## config.mk

```make
export PLATFORM = sky130hd
export DESIGN_NAME = packet_arbiter
export DESIGN_NICKNAME = d
export VERILOG_FILES = /design/src/rtl/packet_arbiter.sv
export SDC_FILE = /design/constraint.sdc
export NUM_CORES = 1
export LEC_CHECK = 0
export ABC_CLOCK_PERIOD_IN_PS = 1650
export BUFFER_PORTS_ARGS = -buffer_cell sky130_fd_sc_hd__buf_2
export CORE_MARGIN = 2
export CORE_UTILIZATION = 37
export CTS_CLUSTER_SIZE = 20
export DETAILED_ROUTE_END_ITERATION = 10
export GPL_TIMING_DRIVEN = 0
export PLACE_DENSITY = 0.75
export SETUP_SLACK_MARGIN = 0.15
export SLEW_MARGIN = 25
export SYNTH_ARGS = -nofsm -noshare
export SYNTH_HDL_FRONTEND = slang
export SYNTH_SLANG_ARGS = --single-unit
```

## constraint.sdc

```tcl
create_clock -name clock -period 1.65 [get_ports clock]
set_input_delay 0.165 -clock clock [delete_from_list [all_inputs] [get_ports clock]]
set_output_delay 0.165 -clock clock [all_outputs]
set_load 0.005 [all_outputs]
```

## src/rtl/packet_arbiter.sv

```systemverilog
// rtl/packet_arbiter.sv - packet-granular N:1 arbiter with registered output stage
// Define PACKET_ARBITER_ROUND_ROBIN_EN for round-robin arbitration; fixed lowest-index priority otherwise.
module packet_arbiter #(
    parameter int WIDTH  = 8,
    parameter int INPUTS = 4
) (
    input  logic                    clock,
    input  logic                    reset,
    input  logic [INPUTS-1:0]       valid_i,
    output logic [INPUTS-1:0]       ready_o,
    input  logic [INPUTS-1:0]       last_i,
    input  logic [INPUTS*WIDTH-1:0] data_i,
    output logic                    valid_o,
    input  logic                    ready_i,
    output logic                    last_o,
    output logic [WIDTH-1:0]        data_o,
    output logic [INPUTS-1:0]       grant_o,
    output logic                    busy_o
);

    localparam int IDX_W = (INPUTS > 1) ? $clog2(INPUTS) : 1;

    typedef enum logic {IDLE, BUSY} state_t;

    state_t            state, state_next;
    logic [IDX_W-1:0]  owner, owner_next, winner;
    logic [INPUTS-1:0] grant, grant_next;
    logic              any_valid;
    logic              accept_ok;
    logic              req_xfer;
    logic              out_xfer;
    logic              out_valid;
    logic              out_last;
    logic [WIDTH-1:0]  out_data;
    logic [WIDTH-1:0]  owner_data;

    assign any_valid = |valid_i;

`ifdef PACKET_ARBITER_ROUND_ROBIN_EN
    logic [IDX_W-1:0] last_winner;
    logic [IDX_W-1:0] cand;
    logic             found;

    // Cyclic search starting one past the previous winner.
    always_comb begin
        winner = last_winner;
        cand   = '0;
        found  = 1'b0;
        for (int i = 1; i <= INPUTS; i++) begin
            cand = IDX_W'((int'(last_winner) + i) % INPUTS);
            if (!found && valid_i[cand]) begin
                found  = 1'b1;
                winner = cand;
            end
        end
    end

    always_ff @(posedge clock) begin
        if (reset) begin
            last_winner <= IDX_W'(INPUTS - 1);
        end else if (state == IDLE && any_valid) begin
            last_winner <= winner;
        end
    end
`else
    always_comb begin
        winner = '0;
        for (int i = INPUTS - 1; i >= 0; i--) begin
            if (valid_i[IDX_W'(i)]) begin
                winner = IDX_W'(i);
            end
        end
    end
`endif

    always_comb begin
        owner_data = '0;
        for (int n = 0; n < INPUTS; n++) begin
            if (owner == IDX_W'(n)) begin
                owner_data = data_i[n*WIDTH +: WIDTH];
            end
        end
    end

    // Accept gating also covers reset so no requester beat is lost into a register being cleared.
    assign accept_ok = (!out_valid || ready_i) && !reset;

    always_comb begin
        state_next = state;
        owner_next = owner;
        grant_next = grant;
        ready_o    = '0;
        req_xfer   = 1'b0;
        case (state)
            IDLE: begin
                grant_next = '0;
                if (any_valid) begin
                    state_next = BUSY;
                    owner_next = winner;
                    grant_next = {{(INPUTS-1){1'b0}}, 1'b1} << winner;
                end
            end
            BUSY: begin
                ready_o[owner] = accept_ok;
                req_xfer       = valid_i[owner] && accept_ok;
                if (req_xfer && last_i[owner]) begin
                    state_next = IDLE;
                    grant_next = '0;
                end
            end
        endcase
    end

    always_ff @(posedge clock) begin
        if (reset) begin
            state <= IDLE;
            owner <= '0;
            grant <= '0;
        end else begin
            state <= state_next;
            owner <= owner_next;
            grant <= grant_next;
        end
    end

    // Output stage drains on its own, regardless of arbiter state.
    assign out_xfer = valid_o && ready_i;

    always_ff @(posedge clock) begin
        if (reset) begin
            out_valid <= 1'b0;
            out_last  <= 1'b0;
        end else if (req_xfer) begin
            out_valid <= 1'b1;
            out_last  <= last_i[owner];
        end else if (out_xfer) begin
            out_valid <= 1'b0;
        end
    end

    always_ff @(posedge clock) begin
        if (req_xfer) begin
            out_data <= owner_data;
        end
    end

    assign valid_o = out_valid && !reset;
    assign last_o  = out_last && !reset;
    assign data_o  = out_data;
    assign grant_o = reset ? '0 : grant;
    assign busy_o  = (state == BUSY) && !reset;

endmodule

```

# Word level (Yosys, flattened, before mapping)
# Index checks and enable logic that the tools add are counted.
[classes]
reduce_logical = 15
bitwise_logic = 2
n_shift = 1
n_eq_ne = 4
order_cmp = 2
n_mul = 0
n_addsub = 0
mux = 23
div = 0
[op_table]
columns = ["op", "n"]
rows = [
  ["8-bit 2-to-1 mux", 4],
  ["4-bit 2-to-1 mux", 4],
  ["1-bit logical AND", 8],
  ["1-bit 2-to-1 mux", 8],
  ["4-bit case mux with 2 select lines", 1],
  ["4-bit bitwise AND", 1],
  ["1-bit binary-select mux with 2-bit select", 2],
  ["2-bit equality test (second input constant)", 2],
  ["2-bit 2-to-1 mux", 2],
  ["4-bit OR reduction", 1],
  ["1-bit by 2-bit << shifter with 4-bit output (first input constant)", 1],
  ["2-bit by 3-bit < comparator with 1-bit output (second input constant)", 1],
  ["1-bit demux with 2-bit select", 1],
  ["2-bit by 1-bit equality test with 1-bit output (second input constant)", 1],
  ["2-bit by 1-bit greater-or-equal comparator with 1-bit output (second input constant)", 1],
  ["1-bit logical NOT", 2],
  ["2-bit logical NOT", 1],
  ["2-bit by 1-bit != test with 1-bit output (second input constant)", 1],
  ["1-bit case mux with 2 select lines", 1],
  ["2-bit AND reduction", 1],
  ["2-bit nonzero test", 1],
  ["1-bit logical OR", 1],
  ["1-bit inverter", 1],
]
[totals]
ff_bits = 17
latch_bits = 0
ram_bits = 0
word_cells = 53
mem_bits_ro = 0
out_inout_bits = 19
in_bits = 43
mem_count = 0

# Longest topological paths before layout
# Gate-level depths: netlist of the first run.
[logic_depth]
word_depth = 7
mapped_depth = 4
depth_no_buf = 3

# Worst setup path before layout of the first run
# Ideal clock, no wire load.
[synth_timing]
path_type = "register to register"
start = "register state"
end = "register out_data[0] (netlist: data_o[0]) (enable)"
stages_incl_launch_ff = 5
synth_period_minus_slack_ns = 1.517
setup_slack_ns = 0.133
arrival_ns = 1.147
setup_time_ns = 0.370
path_buffers = 1
t_required_ns = 1.280
cell_sequence = "dfxtp_1 buf_2 nor2b_1 nand2_1 nor2_1"
[synth_between]
elab_chain_cells = 1
[synth_rtl]
columns = ["element", "line_no", "text"]
rows = [
  ["start, declared", "25", "state_t state, state_next;"],
  ["start signal, assigned", "120", "state <= state_next;"],
  ["1-bit 2-to-1 mux", "94", "case (state)"],
  ["via req_xfer", "30", "logic req_xfer;"],
  ["end signal, assigned", "143", "out_data <= owner_data;"],
  ["end, declared", "34", "logic [WIDTH-1:0] out_data;"],
]
# The timed path passes the listed nets, and every way through them passes these cells.
# A chain may end at the register's enable or synchronous reset.

# Worst setup path after layout of the first run
[layout_timing]
start = "register owner[0]"
end = "output port ready_o[1]"
[layout_between]
elab_chain_cells = 6
word_cells_on_any_way = 7
classes_between = "order compare: 2; mux: 3; bitwise: 1; reduce/logical: 1"
[layout_rtl]
columns = ["element", "line_no", "text"]
rows = [
  ["start, declared", "26", "logic [IDX_W-1:0] owner, owner_next, winner;"],
  ["start signal, assigned", "121", "owner <= owner_next;"],
  ["2-bit by 3-bit < comparator with 1-bit output (implied by the code) / 2-bit by 1-bit greater-or-equal comparator with 1-bit output (equally long branches)", "104", "ready_o[owner] = accept_ok;"],
  ["1-bit logical AND (implied by the code)", "104", ""],
  ["1-bit 2-to-1 mux (implied by the code)", "104", ""],
  ["1-bit demux with 2-bit select (*)", "104", ""],
  ["4-bit bitwise AND (no source line) (*)", "n/a", ""],
  ["4-bit 2-to-1 mux (*)", "94", ""],
  ["end, declared", "10", "output logic [INPUTS-1:0] ready_o,"],
]
# Mark *: on every way between the ends. The rest lies on a longest branch, timed or not.

==> out/summary.txt, run 1 <==
share of cells above drive strength 1 = 59.8%
Worst R2R Path Depth = 3
clock period minus worst slack = 1.39 ns
die area = 2310 µm²
Yosys top cell by area = edfxtp_1
gp weighted congestion = 0.710
Post-Synth Adder-Cell Area = 0%
Synth Area in Simple Gates = 18.2%
port bufs = 39
post-layout util = 56.1%
DR iter-0 viols = 7
worst ir drop on vdd = 0.541 mV
Post-CTS Setup Repair Bufs = 0
number of synthesized flops with an enable pin = 8
Pwr Density = 738 nW/µm²
Net count, final = 151
Ports = 62
CTS tree = built
initial core utilization = 40.2%
wire per inst = 10.2 µm
core box area = 1780 µm²
FF-to-FF End = data_o[5]
Crit path max-delay family = buffers and inverters
global route hottest layer = met2
most common cell in the synthesized netlist = mux2_2
most used cell, CP = buf_2
Cell variety after synth = 26
status = finished clean
CP Capture Type = output port
CP max stage delay = 0.33 ns
Total GRT Usage = 13.4%
1st-pass router iterations = 2
sequential area share after synthesis = 50.3%
CP Launch Type = flip-flop
antenna violations before repair = 0
Post-Syn Area per Cell = 11.8 µm²
post-DR vias/cell = 4.56
worst-path cell chain = buf_6 -> buf_2 -> and3_1 -> buf_2
maxcap violations = 0
R2R Setup Slk = 0.37 ns
unrepaired setup endpoints after global routing = false
Bufs and invs on worst path = 3
largest net degree at the start of global routing = 11
FFs w/ async S/R, synth = 0%
Crit-path slowest cell = dfxtp_1
# fillers = 161
Critical Path AT = 1.22 ns
Compound-Gate Fraction of Synth Area = 5.76%
Total Neg Setup Slack = 0 ns
Max Buffers Root-to-Sink = 2
Post-synth top flop = edfxtp_1
DP Wirelength = 1.15 mm
post-synthesis xor/xnor area fraction = 0%
Reg-to-Reg Start = owner[0]
CTS buffer count = 3
met2 usage = 25.3%
clk_lat worst skew = 0.27 ns
die height = 48.0 µm
root buffer cell = clkbuf_4
Clock Sink Count = 14
Final setup viols = 0
ant diodes = 0
final hold violation count = 0
WHS Path Cells = 2
most frequent cells after synthesis = 9 x mux2_2, 8 x edfxtp_1, 6 x dfxtp_1, 6 x nor2b_1
Routed WL = 1.34 mm
GRT overflow = 0
antenna-violating nets left = 0
CTS clk-pin slew, worst paths = 0.08 ns
grt met1 use = 14.0%
Syn Inst Count = 61
first-pass GRT wire length = 2.15 mm
hold path start = data_i[8]
total power draw = 0.739 mW
met3 Track Usage GR = 6.79%
Pleak = 0.463 nW
Final Max Slew Viols = 0
Area Overhead vs Synth = 39.6%
yosys warns = 0
Die Width = 48.0 µm
main combinational cell family by area after synthesis = simple AND/OR/NAND/NOR gates
Min-Delay Endpoint = data_o[0]
mapped cell area = 717 µm²
Tcrit/Tclk final = 84.2%
class of the worst hold path = input pin to flip-flop
H-Tree Depth = 1
vias in the first global route = 557
CP required = 1.48 ns
Layout Skew = 0.00304 ns
Peak Freq = 720 MHz
FF+latch count, synth = 14
critical-path maximum fanout = 10
Yosys top cell area share = 33.5%
synth top area cells = edfxtp_1 34%, dfxtp_1 17%, mux2_2 14%
# rows = 15
Vias = 602
multiplexer share of the synthesized area = 17.5%
DRC = 0
Setup CP Type = flip-flop to output port
==> through the flow <==
step,hold slack (ns),std cells,cell area (µm²),setup slack (ns)
finish,0.191,132,1000,0.261
CTS,0.183,132,983,0.149
detailed placement,0.471,128,957,0.168
global route,0.173,132,1000,0.158
floorplan,0.320,64,731,0.273
global placement,0.469,128,957,0.185
==> state kept, by name, indices dropped and copies added, names as in the netlist <==
signal     cells
data_o         8
grant          2
out_last       1
out_valid      1
owner          1
state          1
==> power by group <==
part | switching [mW] | internal (mW) | total, mW
registers | 0.00479 | 0.390 | 0.395
logic | 0.0674 | 0.0872 | 0.155
clock network | 0.101 | 0.0876 | 0.189
==> per-layer routing <==
layer,routed length [µm],part of all wire (%)
met5,0,0
met4,0,0
met3,123,9.2
met2,668,50
met1,551,41
==> cells by family after synthesis <==
kind of cell	count (synthesis)
and+or+nand+nor	21
AOI/OAI and AO/OA	6
DFF	14
buffers and inverters	8
other	1
muxes	11
==> layout make-up <==
class | instances | area [µm²] | share of cell area (%)
buffer | 8 | 58.8 | 5.88
clock buffer | 3 | 22.5 | 2.25
clock inverter | 1 | 3.75 | 0.375
multi-input combinational | 42 | 329 | 32.9
sequential | 14 | 360 | 36.0
tap | 25 | 31.3 | 3.13
timing repair buffer | 39 | 195 | 19.5
==> layout by cell type, fill, tap and decap left out <==
cell | Yosys | final
buf_2 | 2 | 40
mux2_2 | 9 | 9
edfxtp_1 | 8 | 8
dfxtp_1 | 6 | 6
buf_4 | 4 | 5
nor2b_1 | 6 | 5
conb_1 | 1 | 4
nor2_1 | 4 | 3
clkbuf_4 | 0 | 3
nand2b_1 | 2 | 2
nand2_1 | 3 | 2
buf_6 | 1 | 1
mux2i_2 | 1 | 1
clkbuf_2 | 1 | 1
nor2b_4 | 0 | 1
nand2_2 | 0 | 1
nor2_4 | 0 | 1
and3_1 | 1 | 1
mux2i_1 | 1 | 1
nor4_4 | 1 | 1
nor3_1 | 1 | 1
a221oi_1 | 1 | 1
a21oi_1 | 1 | 1
nand3_1 | 1 | 1
a22o_1 | 1 | 1
or4_1 | 1 | 1
o21ai_1 | 1 | 1
o22ai_1 | 1 | 1
o21bai_1 | 1 | 1
and3b_1 | 1 | 1
clkinv_1 | 0 | 1
==> worst reg2reg max path: cells and delay by family, from the launching register on <==
family	cells	cell delay (ns)
buf+inv	2	0.34
flops	1	0.33
mux	1	0.37
==> how the worst max path moves through the flow <==
stage / cells past startpoint / from / to
4_1_cts: 4 / state / data_o[0]
2_1_floorplan: 4 / state / data_o[0]
3_3_place_gp: 4 / state / data_o[4]
3_5_place_dp: 4 / state / data_o[0]
5_1_grt: 5 / state / ready_o[0]
6_report: 4 / owner[0] / ready_o[1]
==> what timing repair did <==
action | in CTS | in global routing
setup endpoints to repair | 8 | 10
resized for setup | 0 | 6
hold buffers | 0 | 0
(Power assumes the default switching activity.)
==> run 2: changes to the inputs <==
ABC_CLOCK_PERIOD_IN_PS = 1200   (was 1650)
CORE_UTILIZATION = 33   (was 37)
PLACE_DENSITY = 0.71   (was 0.75)
clock period = 1.2 ns   (was 1.65 ns; I/O delays follow)
==> run 2 against run 1 <==
Critical endpoint is now state. Power grew 43%. The flow now finishes with violations (negative setup slack). Critical path depth unchanged. Sequential share of layout area shrank 2.7 points. Highest routed layer unchanged. Cell count up 5.3%. Clock power grew 35%.
==> out/summary.txt, run 2 (synthesis gave the netlist of run 1 again) <==
critical-path maximum fanout = 5 (was 10)
hold path start = reset (was data_i[8])
total power draw = 1.06 mW (was 0.739 mW)
Setup CP Type = flip-flop to flip-flop (was flip-flop to output port)
commonest non-fill, non-tap cells in the layout = 40 x buf_2, 8 x mux2_2, 8 x edfxtp_1 (was 40 x buf_2, 9 x mux2_2, 8 x edfxtp_1)
die area = 2560 µm² (was 2310 µm²)
Ports = 62 (unchanged)
DP Area = 993 µm² (was 957 µm²)
CTS clk-pin slew, worst paths = 0.08 ns (about the same)
Crit path max-delay family = simple AND/OR/NAND/NOR gates (was buffers and inverters)
Final setup viols = 5 (was 0)
antenna violations before repair = 0 (unchanged)
core box area = 2000 µm² (was 1780 µm²)
Net count, final = 156 (was 151)
port bufs = 39 (unchanged)
CTS tree = built (unchanged)
Setup WS post-layout = -0.0543 ns (was 0.261 ns)
DP Wirelength = 1.10 mm (was 1.15 mm)
Layout Skew = 0.00725 ns (was 0.00304 ns)
share of cells above drive strength 1 = 65.2% (was 59.8%)
Max Buffers Root-to-Sink = 2 (unchanged)
class of the worst hold path = input pin to flip-flop (unchanged)
clock period minus worst slack = 1.25 ns
maxcap violations = 0 (unchanged)
Worst setup startpoint = owner[0] (unchanged)
DRC = 0 (unchanged)
Critical Path AT = 1.39 ns (was 1.22 ns)
Clock Sink Count = 14 (unchanged)
post-DR vias/cell = 4.34 (was 4.56)
final hold violation count = 0 (unchanged)
wire per inst = 10.4 µm (was 10.2 µm)
antenna-violating nets left = 0 (unchanged)
Pwr Density = 972 nW/µm² (was 738 nW/µm²)
CTS buffer count = 3 (unchanged)
clk_lat worst skew = 0.27 ns (about the same)
Routed WL = 1.45 mm (was 1.34 mm)
largest net degree at the start of global routing = 11 (unchanged)
sequential share of power = 51.5% (was 53.5%)
1st-pass router iterations = 4 (was 2)
Bufs and invs on worst path = 1 (was 3)
combinational share of power = 24.3% (was 20.9%)
initial core utilization = 35.8% (was 40.2%)
vias in the first global route = 537 (was 557)
Crit-path slowest cell = nor4_4 (was dfxtp_1)
most common cell after layout, fill and taps aside = buf_2 (unchanged)
# rows = 16 (was 15)
CP max stage delay = 0.34 ns (was 0.33 ns)
CP required = 1.34 ns (was 1.48 ns)
Final Max Slew Viols = 0 (unchanged)
failing checks = negative setup slack
# fillers = 191 (was 161)
Pleak = 0.503 nW (was 0.463 nW)
unrepaired setup endpoints after global routing = true (was false)
DR iter-0 viols = 3 (was 7)
Final Cell Area = 1090 µm² (was 1000 µm²)
ant diodes = 0 (unchanged)
first-pass GRT wire length = 2.24 mm (was 2.15 mm)
CP Capture Type = flip-flop (was output port)
root buffer cell = clkbuf_4 (unchanged)
Total GRT Usage = 11.6% (was 13.4%)
status = finished with violations (was finished clean)
P_int = 0.809 mW (was 0.565 mW)
Die Width = 50.6 µm (was 48.0 µm)
Sw Share = 23.4% (was 23.5%)
Tcrit/Tclk final = 105%
Hold-fix buffers, CTS = 0 (unchanged)
worst ir drop on vdd = 0.888 mV (was 0.541 mV)
gp weighted congestion = 0.682 (was 0.710)
H-Tree Depth = 1 (unchanged)
worst-path cell chain = buf_6 -> mux2i_4 -> nor4_4 -> a221oi_1 (was buf_6 -> buf_2 -> and3_1 -> buf_2)
die height = 50.6 µm (was 48.0 µm)
CP Launch Type = flip-flop (unchanged)
Peak Freq = 797 MHz
Net Switching = 0.248 mW (was 0.174 mW)
GRT overflow = 0 (unchanged)
Reg-to-Reg Start = owner[0] (unchanged)
Vias = 603 (was 602)
Area Overhead vs Synth = 51.7% (was 39.6%)
Clk pwr share = 24.2% (was 25.6%)
max reg flops = 8 (unchanged)
## run 2: path summary, 6_finish.rpt
path	end	cells after the start	slack, ns
min reg2reg	grant[1]	2	0.53
max reg2reg	state	4	-0.05
max	state	4	-0.05
min	grant[1]	3	0.15
## run 2: power groups by stage
| stage | clock network, mW | logic, mW | registers (mW) |
|---|---|---|---|
| 2_1_floorplan | 0 | 0.143 | 0.556 |
| 3_3_place_gp | 0 | 0.219 | 0.555 |
| 3_5_place_dp | 0 | 0.223 | 0.555 |
| 4_1_cts | 0.268 | 0.233 | 0.544 |
| 5_1_grt | 0.286 | 0.282 | 0.546 |
| 6_report | 0.256 | 0.257 | 0.544 |
## run 2: worst reg2reg max path: stages, from the launching register on
cell      delay [ns]
dfxtp_1         0.31
buf_6           0.13
mux2i_4         0.20
nor4_4          0.34
a221oi_1        0.14
## run 2: area by class of cell
cell class                 instances  area, µm²  area share (%)
clock buffer                       3       22.5            2.07
clock inverter                     1       3.75           0.345
sequential                        14        362            33.3
timing repair buffer              44        238            21.9
buffer                             8       72.6            6.67
multi-input combinational         42        355            32.7
tap                               27       33.8            3.11
## run 2: repair_timing
action | CTS | global route
pin swaps | 1 | 2
resized for setup | 1 | 7
setup endpoints to repair | 24 | 29
setup buffers | 2 | 2
gates cloned | 0 | 1
## run 2: stage by stage
stage / util, % / std cells / setup TNS (ns) / setup slack, ns / hold slack, ns
after floorplan: - / 64 / 0 / 0.0357 / 0.275
after global placement: 49.6 / 130 / -0.306 / -0.0408 / 0.426
after detailed placement: 49.6 / 130 / -0.382 / -0.0405 / 0.428
after CTS: 51.9 / 136 / -0.242 / -0.0553 / 0.145
after global routing: 54.3 / 139 / -0.903 / -0.120 / 0.138
final: 54.3 / 139 / -0.154 / -0.0543 / 0.146
## run 2: layer usage
metal  vias to the layer above  global-route usage, %  share of wire, %
met5                         -                      0                 0
met4                         0                   2.70                 0
met3                         0                   4.76                11
met2                        38                   20.2                49
met1                       255                   13.2                40
li1                        310                      -                 -
